## src/rtl/dmem_ctrl.sv

```systemverilog
// dmem_ctrl: single-outstanding data-memory controller between the core's
// memory stage and a word-wide synchronous SRAM with byte enables and a
// fixed number of wait states. Illegal requests are answered with an error
// response and never reach the SRAM.
module dmem_ctrl #(
    parameter int ADDR_W      = 32,
    parameter int DATA_W      = 32,
    parameter int DEPTH_WORDS = 1024,
    parameter int WAIT_STATES = 0,
    localparam int SA_W       = (DEPTH_WORDS > 1) ? $clog2(DEPTH_WORDS) : 1
) (
    input  logic              clk,
    input  logic              reset,
    input  logic [ADDR_W-1:0] dmem_addr,
    input  logic              dmem_r_enable,
    input  logic              dmem_w_enable,
    input  logic [1:0]        dmem_w_size,
    input  logic [DATA_W-1:0] dmem_w_data,
    output logic [DATA_W-1:0] dmem_r_data,
    output logic              dmem_ready,
    output logic              dmem_err,
    output logic              sram_en,
    output logic              sram_we,
    output logic [3:0]        sram_be,
    output logic [SA_W-1:0]   sram_addr,
    output logic [DATA_W-1:0] sram_wdata,
    input  logic [DATA_W-1:0] sram_rdata
);

    typedef enum logic [1:0] {
        IDLE   = 2'd0,
        ACCESS = 2'd1,
        WAIT   = 2'd2,
        DONE   = 2'd3
    } state_t;

    // First byte address past the end of the SRAM, one bit wider than the
    // core address so that the comparison cannot wrap.
    localparam logic [ADDR_W:0] ADDR_LIMIT = (ADDR_W + 1)'(64'(DEPTH_WORDS) << 2);
    localparam logic [3:0]      WAIT_CNT   = 4'(WAIT_STATES);

    localparam logic [1:0] SZ_BYTE = 2'b00;
    localparam logic [1:0] SZ_HALF = 2'b01;
    localparam logic [1:0] SZ_WORD = 2'b10;

    state_t              state_q;
    logic [3:0]          cnt_q;
    logic                is_load_q;
    logic                ready_q;
    logic                err_q;
    logic                rd_gate_q;
    logic                sram_en_q;
    logic                sram_we_q;
    logic [3:0]          sram_be_q;
    logic [SA_W-1:0]     sram_addr_q;
    logic [DATA_W-1:0]   sram_wdata_q;

    logic                req_d;
    logic                is_store_d;
    logic                err_d;
    logic [3:0]          be_d;
    logic [DATA_W-1:0]   wdata_d;

    assign req_d      = dmem_r_enable | dmem_w_enable;
    assign is_store_d = dmem_w_enable & ~dmem_r_enable;

    // Request validation and byte-enable generation for the sampled request.
    always_comb begin
        err_d = 1'b0;
        be_d  = 4'b0000;
        if (dmem_r_enable && dmem_w_enable) begin
            err_d = 1'b1;
        end else if (dmem_w_enable) begin
            case (dmem_w_size)
                SZ_BYTE: be_d = 4'b0001 << dmem_addr[1:0];
                SZ_HALF: begin
                    if (dmem_addr[0]) err_d = 1'b1;
                    else              be_d  = 4'b0011 << dmem_addr[1:0];
                end
                SZ_WORD: begin
                    if (dmem_addr[1:0] != 2'b00) err_d = 1'b1;
                    else                         be_d  = 4'b1111;
                end
                default: err_d = 1'b1;
            endcase
        end
        if ({1'b0, dmem_addr} >= ADDR_LIMIT) err_d = 1'b1;
    end

    // Lane replication: each SRAM byte lane picks the store byte that would
    // land in it, so the byte enables alone decide what is written.
    for (genvar gi = 0; gi < 4; gi++) begin : g_lane
        assign wdata_d[8*gi +: 8] =
            (dmem_w_size == SZ_BYTE) ? dmem_w_data[7:0] :
            (dmem_w_size == SZ_HALF) ? dmem_w_data[8*(gi % 2) +: 8] :
                                       dmem_w_data[8*gi +: 8];
    end

    // Transaction FSM; every output is a register updated on the transition
    // into the state in which it must be visible.
    always_ff @(posedge clk) begin
        if (reset) begin
            state_q      <= IDLE;
            cnt_q        <= 4'd0;
            is_load_q    <= 1'b0;
            ready_q      <= 1'b0;
            err_q        <= 1'b0;
            rd_gate_q    <= 1'b0;
            sram_en_q    <= 1'b0;
            sram_we_q    <= 1'b0;
            sram_be_q    <= 4'b0000;
            sram_addr_q  <= '0;
            sram_wdata_q <= '0;
        end else begin
            ready_q      <= 1'b0;
            err_q        <= 1'b0;
            rd_gate_q    <= 1'b0;
            sram_en_q    <= 1'b0;
            sram_we_q    <= 1'b0;
            sram_be_q    <= 4'b0000;
            sram_addr_q  <= '0;
            sram_wdata_q <= '0;
            case (state_q)
                IDLE: begin
                    if (req_d) begin
                        if (err_d) begin
                            state_q <= DONE;
                            ready_q <= 1'b1;
                            err_q   <= 1'b1;
                        end else begin
                            state_q      <= ACCESS;
                            is_load_q    <= ~is_store_d;
                            sram_en_q    <= 1'b1;
                            sram_we_q    <= is_store_d;
                            sram_be_q    <= be_d;
                            sram_addr_q  <= dmem_addr[SA_W+1:2];
                            sram_wdata_q <= is_store_d ? wdata_d : '0;
                        end
                    end
                end
                ACCESS: begin
                    cnt_q <= WAIT_CNT;
                    if (WAIT_CNT != 4'd0) begin
                        state_q <= WAIT;
                    end else begin
                        state_q   <= DONE;
                        ready_q   <= 1'b1;
                        rd_gate_q <= is_load_q;
                    end
                end
                WAIT: begin
                    cnt_q <= cnt_q - 4'd1;
                    if (cnt_q <= 4'd1) begin
                        state_q   <= DONE;
                        ready_q   <= 1'b1;
                        rd_gate_q <= is_load_q;
                    end
                end
                DONE: begin
                    state_q <= IDLE;
                end
                default: state_q <= IDLE;
            endcase
        end
    end

    // SRAM read data arrives in the DONE cycle itself, so the load result is
    // the SRAM output gated by a registered load-response flag; it is zero
    // in every other cycle.
    assign dmem_r_data = rd_gate_q ? sram_rdata : '0;
    assign dmem_ready  = ready_q;
    assign dmem_err    = err_q;
    assign sram_en     = sram_en_q;
    assign sram_we     = sram_we_q;
    assign sram_be     = sram_be_q;
    assign sram_addr   = sram_addr_q;
    assign sram_wdata  = sram_wdata_q;

endmodule

```

## config.mk

```make
export PLATFORM = sky130hd
export DESIGN_NAME = dmem_ctrl
export DESIGN_NICKNAME = d
export VERILOG_FILES = /design/src/rtl/dmem_ctrl.sv
export SDC_FILE = /design/constraint.sdc
export NUM_CORES = 1
export LEC_CHECK = 0
export CAP_MARGIN = 15
export CORE_MARGIN = 3
export CORE_UTILIZATION = 38
export CTS_BUF_LIST = sky130_fd_sc_hd__clkbuf_8
export DETAILED_ROUTE_END_ITERATION = 12
export HOLD_SLACK_MARGIN = 0.03
export PLACE_DENSITY = 0.88
export SLEW_MARGIN = 10
export SYNTH_ARGS = -nofsm -noshare
export SYNTH_HDL_FRONTEND = slang
export SYNTH_SLANG_ARGS = --single-unit
```

## constraint.sdc

```tcl
create_clock -name clk -period 2.8 [get_ports clk]
set_input_delay 0.28 -clock clk [delete_from_list [all_inputs] [get_ports clk]]
set_output_delay 0.28 -clock clk [all_outputs]
set_load 0.005 [all_outputs]
```

# --- Word-level counts from Yosys, hierarchy flattened ---
# Index checks and enable logic that the tools add are counted.
# Widths: inputs -> output; s select.
word_totals:
  in_bits: 102
  reg_bits: 58
  word_cells: 70
  out_inout_bits: 82
classes:
  bitwise_logic: 8
  n_addsub: 1
  muxes: 27
  n_shift: 2
  n_lt_le_gt_ge: 2
  eq_ne: 7
  n_reduce_logical: 12
ops:
  columns: ["cell", "count"]
  rows:
  - ["$mux 8", 5]
  - ["$ge 32x13->1 const B", 1]
  - ["$mux 32", 1]
  - ["$pmux 4 s3", 1]
  - ["$mux 1", 10]
  - ["$mux 4", 2]
  - ["$pmux 2 s4", 1]
  - ["$pmux 4 s2", 1]
  - ["$eq 2x2->1 const B", 3]
  - ["$mux 2", 3]
  - ["$not 1->1", 6]
  - ["$pmux 1 s3", 2]
  - ["$reduce_or 6->1", 1]
  - ["$reduce_or 5->1", 1]
  - ["$eq 2x1->1 const B", 2]
  - ["$le 4x1->1 const B", 1]
  - ["$logic_not 2->1", 2]
  - ["$ne 2x2->1 const B", 2]
  - ["$reduce_bool 2->1", 2]
  - ["$reduce_or 4->1", 1]
  - ["$shl 1x2->4 const A", 1]
  - ["$shl 2x2->4 const A", 1]
  - ["$sub 4x1->4 const B", 1]
  - ["$reduce_and 3->1", 1]
  - ["other kinds (7)", 7]

# --- Longest topological paths before layout ---
logic_depth:
  word_depth: 9
  mapped_depth: 8
  mapped_depth_nobuf: 7

# --- Least setup slack after synthesis ---
# No wires, ideal clock.
synth_path:
  kind: "reg-to-reg"
  from: "register state_q[0]"
  to: "register state_q[1]"
  path_buffers: 0
  required_time_ps: 2717
  path_slack_ps: 1292
  setup_time_ps: 83
  t_arrival_ps: 1425
  path_stages_with_launch: 6
  synth_period_minus_slack_ps: 1508
  cell_sequence: "dfxtp_1 inv_1 ha_1 inv_1 or4_1 o221ai_1"
synth_via:
  elab_chain_len: 3
  elab_cells_between_ends: 8
  cone_classes: "5 x eq/ne; 1 x mux; 2 x reduce/logical"
synth_rtl:
  columns: ["item", "line_no", "rtl"]
  rows:
  - ["start: declaration", "46", "state_t state_q;"]
  - ["start signal: assignment", "103", "state_q <= IDLE;"]
  - ["start signal: assignment", "127", "state_q <= DONE;"]
  - ["start signal: assignment", "131", "state_q <= ACCESS;"]
  - ["$eq 2x2->1 or $logic_not 2->1 (tied branches)", "123", "case (state_q)"]
  - ["$ne 2x2->1 (no line)", null, null]
  - ["$reduce_and 2->1 (no line)", null, null]
# Parallel ways exist; a longest one is shown, timed or not.
# A chain may end at the register's enable or synchronous reset.

# --- Final worst setup path ---
layout_path:
  from: "register rd_gate_q"
  to: "output port dmem_r_data[12]"
layout_via:
  elab_chain_len: 1
layout_rtl:
  columns: ["item", "line_no", "rtl"]
  rows:
  - ["start: declaration", "51", "logic rd_gate_q;"]
  - ["start signal: assignment", "148", "rd_gate_q <= is_load_q;"]
  - ["start signal: assignment", "156", "rd_gate_q <= is_load_q;"]
  - ["$mux 32", "170", "assign dmem_r_data = rd_gate_q ? sram_rdata : '0;"]
  - ["end: declaration", "19", "output logic [DATA_W-1:0] dmem_r_data,"]
# No other way between the ends.

==> results.sh <==
export IMPL_outcome="finished clean"
export IMPL_syn_area_per_cell_sq_um=8.88
export IMPL_clock_path_buffers=2
export IMPL_firstDrtPassIters=4
export IMPL_worst_slack_ps=639
export IMPL_avgRoutedWirePerCell_microns=15.5
export IMPL_critPathMaxStageDelay_ps=780
export IMPL_cts_sinks=58
export IMPL_die_area_sq_mm=0.00755
export IMPL_grt_ovfl_total=0
export IMPL_fin_tns_setup_ps=0
export IMPL_end_kind="output pin"
export IMPL_htreeDepth=3
export IMPL_num_vias=2615
export IMPL_grt_util_met2_pct=36.0
export IMPL_holdPathStages=2
export IMPL_grtUsageMet1_pct=26.1
export IMPL_cp_arrival_ps=1880
export IMPL_cts_hold_buf=0
export IMPL_grt_pass1_wl_mm=12.4
export IMPL_finClkSkew_ps=5.95
export IMPL_cts_resized=0
export IMPL_post_cts_setup_buffers=0
export IMPL_ctsRootBufferMaster="clkbuf_8"
export IMPL_synthCells=280
export IMPL_hold_violations=0
export IMPL_vias_per_cell=4.82
export IMPL_grt_max_degree=33
export IMPL_drive_gt1_share_pct=5.57
export IMPL_worstPathMaxFanout=32
export IMPL_cp_depth=2
export IMPL_pre_cts_ws_ps=580
export IMPL_critPathBufInv=1
export IMPL_hold_slack_ps=465
export IMPL_p_leak_nw=1.79
export IMPL_post_route_period_util_pct=77.2
export IMPL_start_util_pct=40.6
export IMPL_tritoncts="yes"
export IMPL_placed_cell_area_sq_mm=0.00437
export IMPL_dp_hpwl_mm=6.57
export IMPL_io_buffers=183
export IMPL_yosysWarnings=0
export IMPL_antenna_cells=0
export IMPL_antenna_left=0
export IMPL_synth_edf_count=0
export IMPL_path_cells="and2_1, clkdlybuf4s50_1"
export IMPL_p_per_area_mw_per_mm2=434
export IMPL_die_h_microns=86.9
export IMPL_synth_async_reset_ratio_pct=0
export IMPL_syn_num_nets=389
export IMPL_ios=184
export IMPL_final_area_sq_mm=0.00453
export IMPL_min_path_type="flop to flop"
export IMPL_drt_iter0_markers=80
export IMPL_drt_total_wl_mm=8.38
export IMPL_clk_pin_slew_ps=60
export IMPL_ys_ff_latch=58
export IMPL_row_count=28
export IMPL_start_kind="flop"
export IMPL_place_congestion=0.814
export IMPL_setup_viol=0
export IMPL_cts_buffers=9
export IMPL_finalCriticalPeriod_ps=2160
export IMPL_use_met3_pct=4.82
export IMPL_antenna_found_initial=0
export IMPL_cp_top_family="flip-flops"
export IMPL_final_nets=572
export IMPL_route_detailed_drc=0
export IMPL_maxCapViolCount=0
export IMPL_netlist_area_sq_mm=0.00249
export IMPL_grtUsageTotal_pct=21.4
export IMPL_drv_slew=0
export IMPL_yosys_most_used_dff="dfxtp_1"
export IMPL_synth_distinct_cells=40
export IMPL_clkLatencyLatePin_ps=340
export IMPL_die_w_microns=86.9
export IMPL_maxSlewHeadroom_pct=52.4
export IMPL_ir_drop_mv=0.441
export IMPL_busiest_layer="met2"
export IMPL_area_growth_pct=82.1
export IMPL_seq_area_frac_synth_pct=46.7
export IMPL_grt_pass1_vias=2515
export IMPL_worstPathRequired_ps=2520
export IMPL_tightest_slew_ps=713
export IMPL_cp_slowest_cell="dfxtp_1"
export IMPL_rsz0062_at_grt="false"
export IMPL_criticalPathCategory="flop to output pin"
export IMPL_max_freq_mhz=463
export IMPL_reg2reg_depth=7
export IMPL_core_area_sq_mm=0.00613
[power breakdown]
group	internal [W]	switching, W
clock	0.000308	0.000320
combinational	0.000248	0.000199
sequential	0.000858	0.0000330
total	0.00141	0.000552
[state kept, by name, summed over array words and instances, names as in the netlist, 2 cells and up]
register	cells
cnt_q	4
sram_addr	10
sram_be	4
sram_wdata	32
state_q	2
[cell usage after synthesis, types with 2 or more instances]
library cell / instances / area share (%)
ha_1: 7 / 3.5
or2_2: 2 / 0.50
dfxtp_1: 58 / 47
nor3_1: 6 / 1.2
mux2i_1: 16 / 6.4
clkbuf_1: 7 / 1.1
nor2b_1: 2 / 0.50
a21oi_1: 26 / 5.2
inv_1: 8 / 1.2
buf_4: 3 / 0.91
and2_1: 51 / 13
nand3_1: 2 / 0.40
nand2_1: 24 / 3.6
nor4_1: 5 / 1.3
nor2_1: 34 / 5.1
a211oi_1: 2 / 0.60
buf_2: 3 / 0.60
or4_1: 2 / 0.60
[path summary, 6_finish.rpt]
path / start / end / slack (ps)
worst max-delay path: rd_gate_q / dmem_r_data[12] / 640
worst min-delay path: is_load_q / rd_gate_q / 470
worst min register to register: is_load_q / rd_gate_q / 470
worst max register to register: state_q[1] / sram_wdata[14] / 1040
[final cells by class]
cell class              instances  area [sq um]
repair buffers                187          1860
clock inverters                 6          35.0
multi-input cells             199          1220
fillers                       444          1600
well taps                      75          93.8
flip-flops and latches         58          1160
inverters                       8          30.0
clock buffers                   9           124
[per-layer routing]
metal / vias to the layer above / routed length (microns)
met5: - / 0
met4: 0 / 197
met3: 15 / 626
met2: 111 / 4100
met1: 1188 / 3450
li1: 1301 / -
[kinds of logic after synthesis]
kind of cell	share of synthesized area, %
simple gates	28.1
mux	6.44
fa+ha+maj	3.52
buf+inv	4.38
xor+xnor	0.704
compound gates	10.2
flops	46.7
[placed cells by master, fill, tap and decap left out, types with 6 or more instances in the layout]
cell type and instances:
ha_1 7, dfxtp_1 58, mux2i_1 16, and2_1 51, a21oi_1 26, nor2_1 34
nor3_1 6, clkdlybuf4s50_1 183, inv_1 8, clkbuf_8 9, nand2_1 24
[stage by stage]
step	power (W)	utilization (%)	cells
2_1_floorplan	0.00112	-	280
3_3_place_gp	0.00134	71.3	527
3_5_place_dp	0.00135	71.3	527
4_1_cts	0.00198	73.9	542
5_1_grt	0.00206	73.9	542
6_report	0.00197	73.9	542
[tightest hold or removal path, delay by kind of cell, from the launching register on]
family           cells  cell delay (ps)
AND/OR/NAND/NOR      2              110
flip-flops           1              310
No activity file was read; power rests on OpenSTA's default activity.
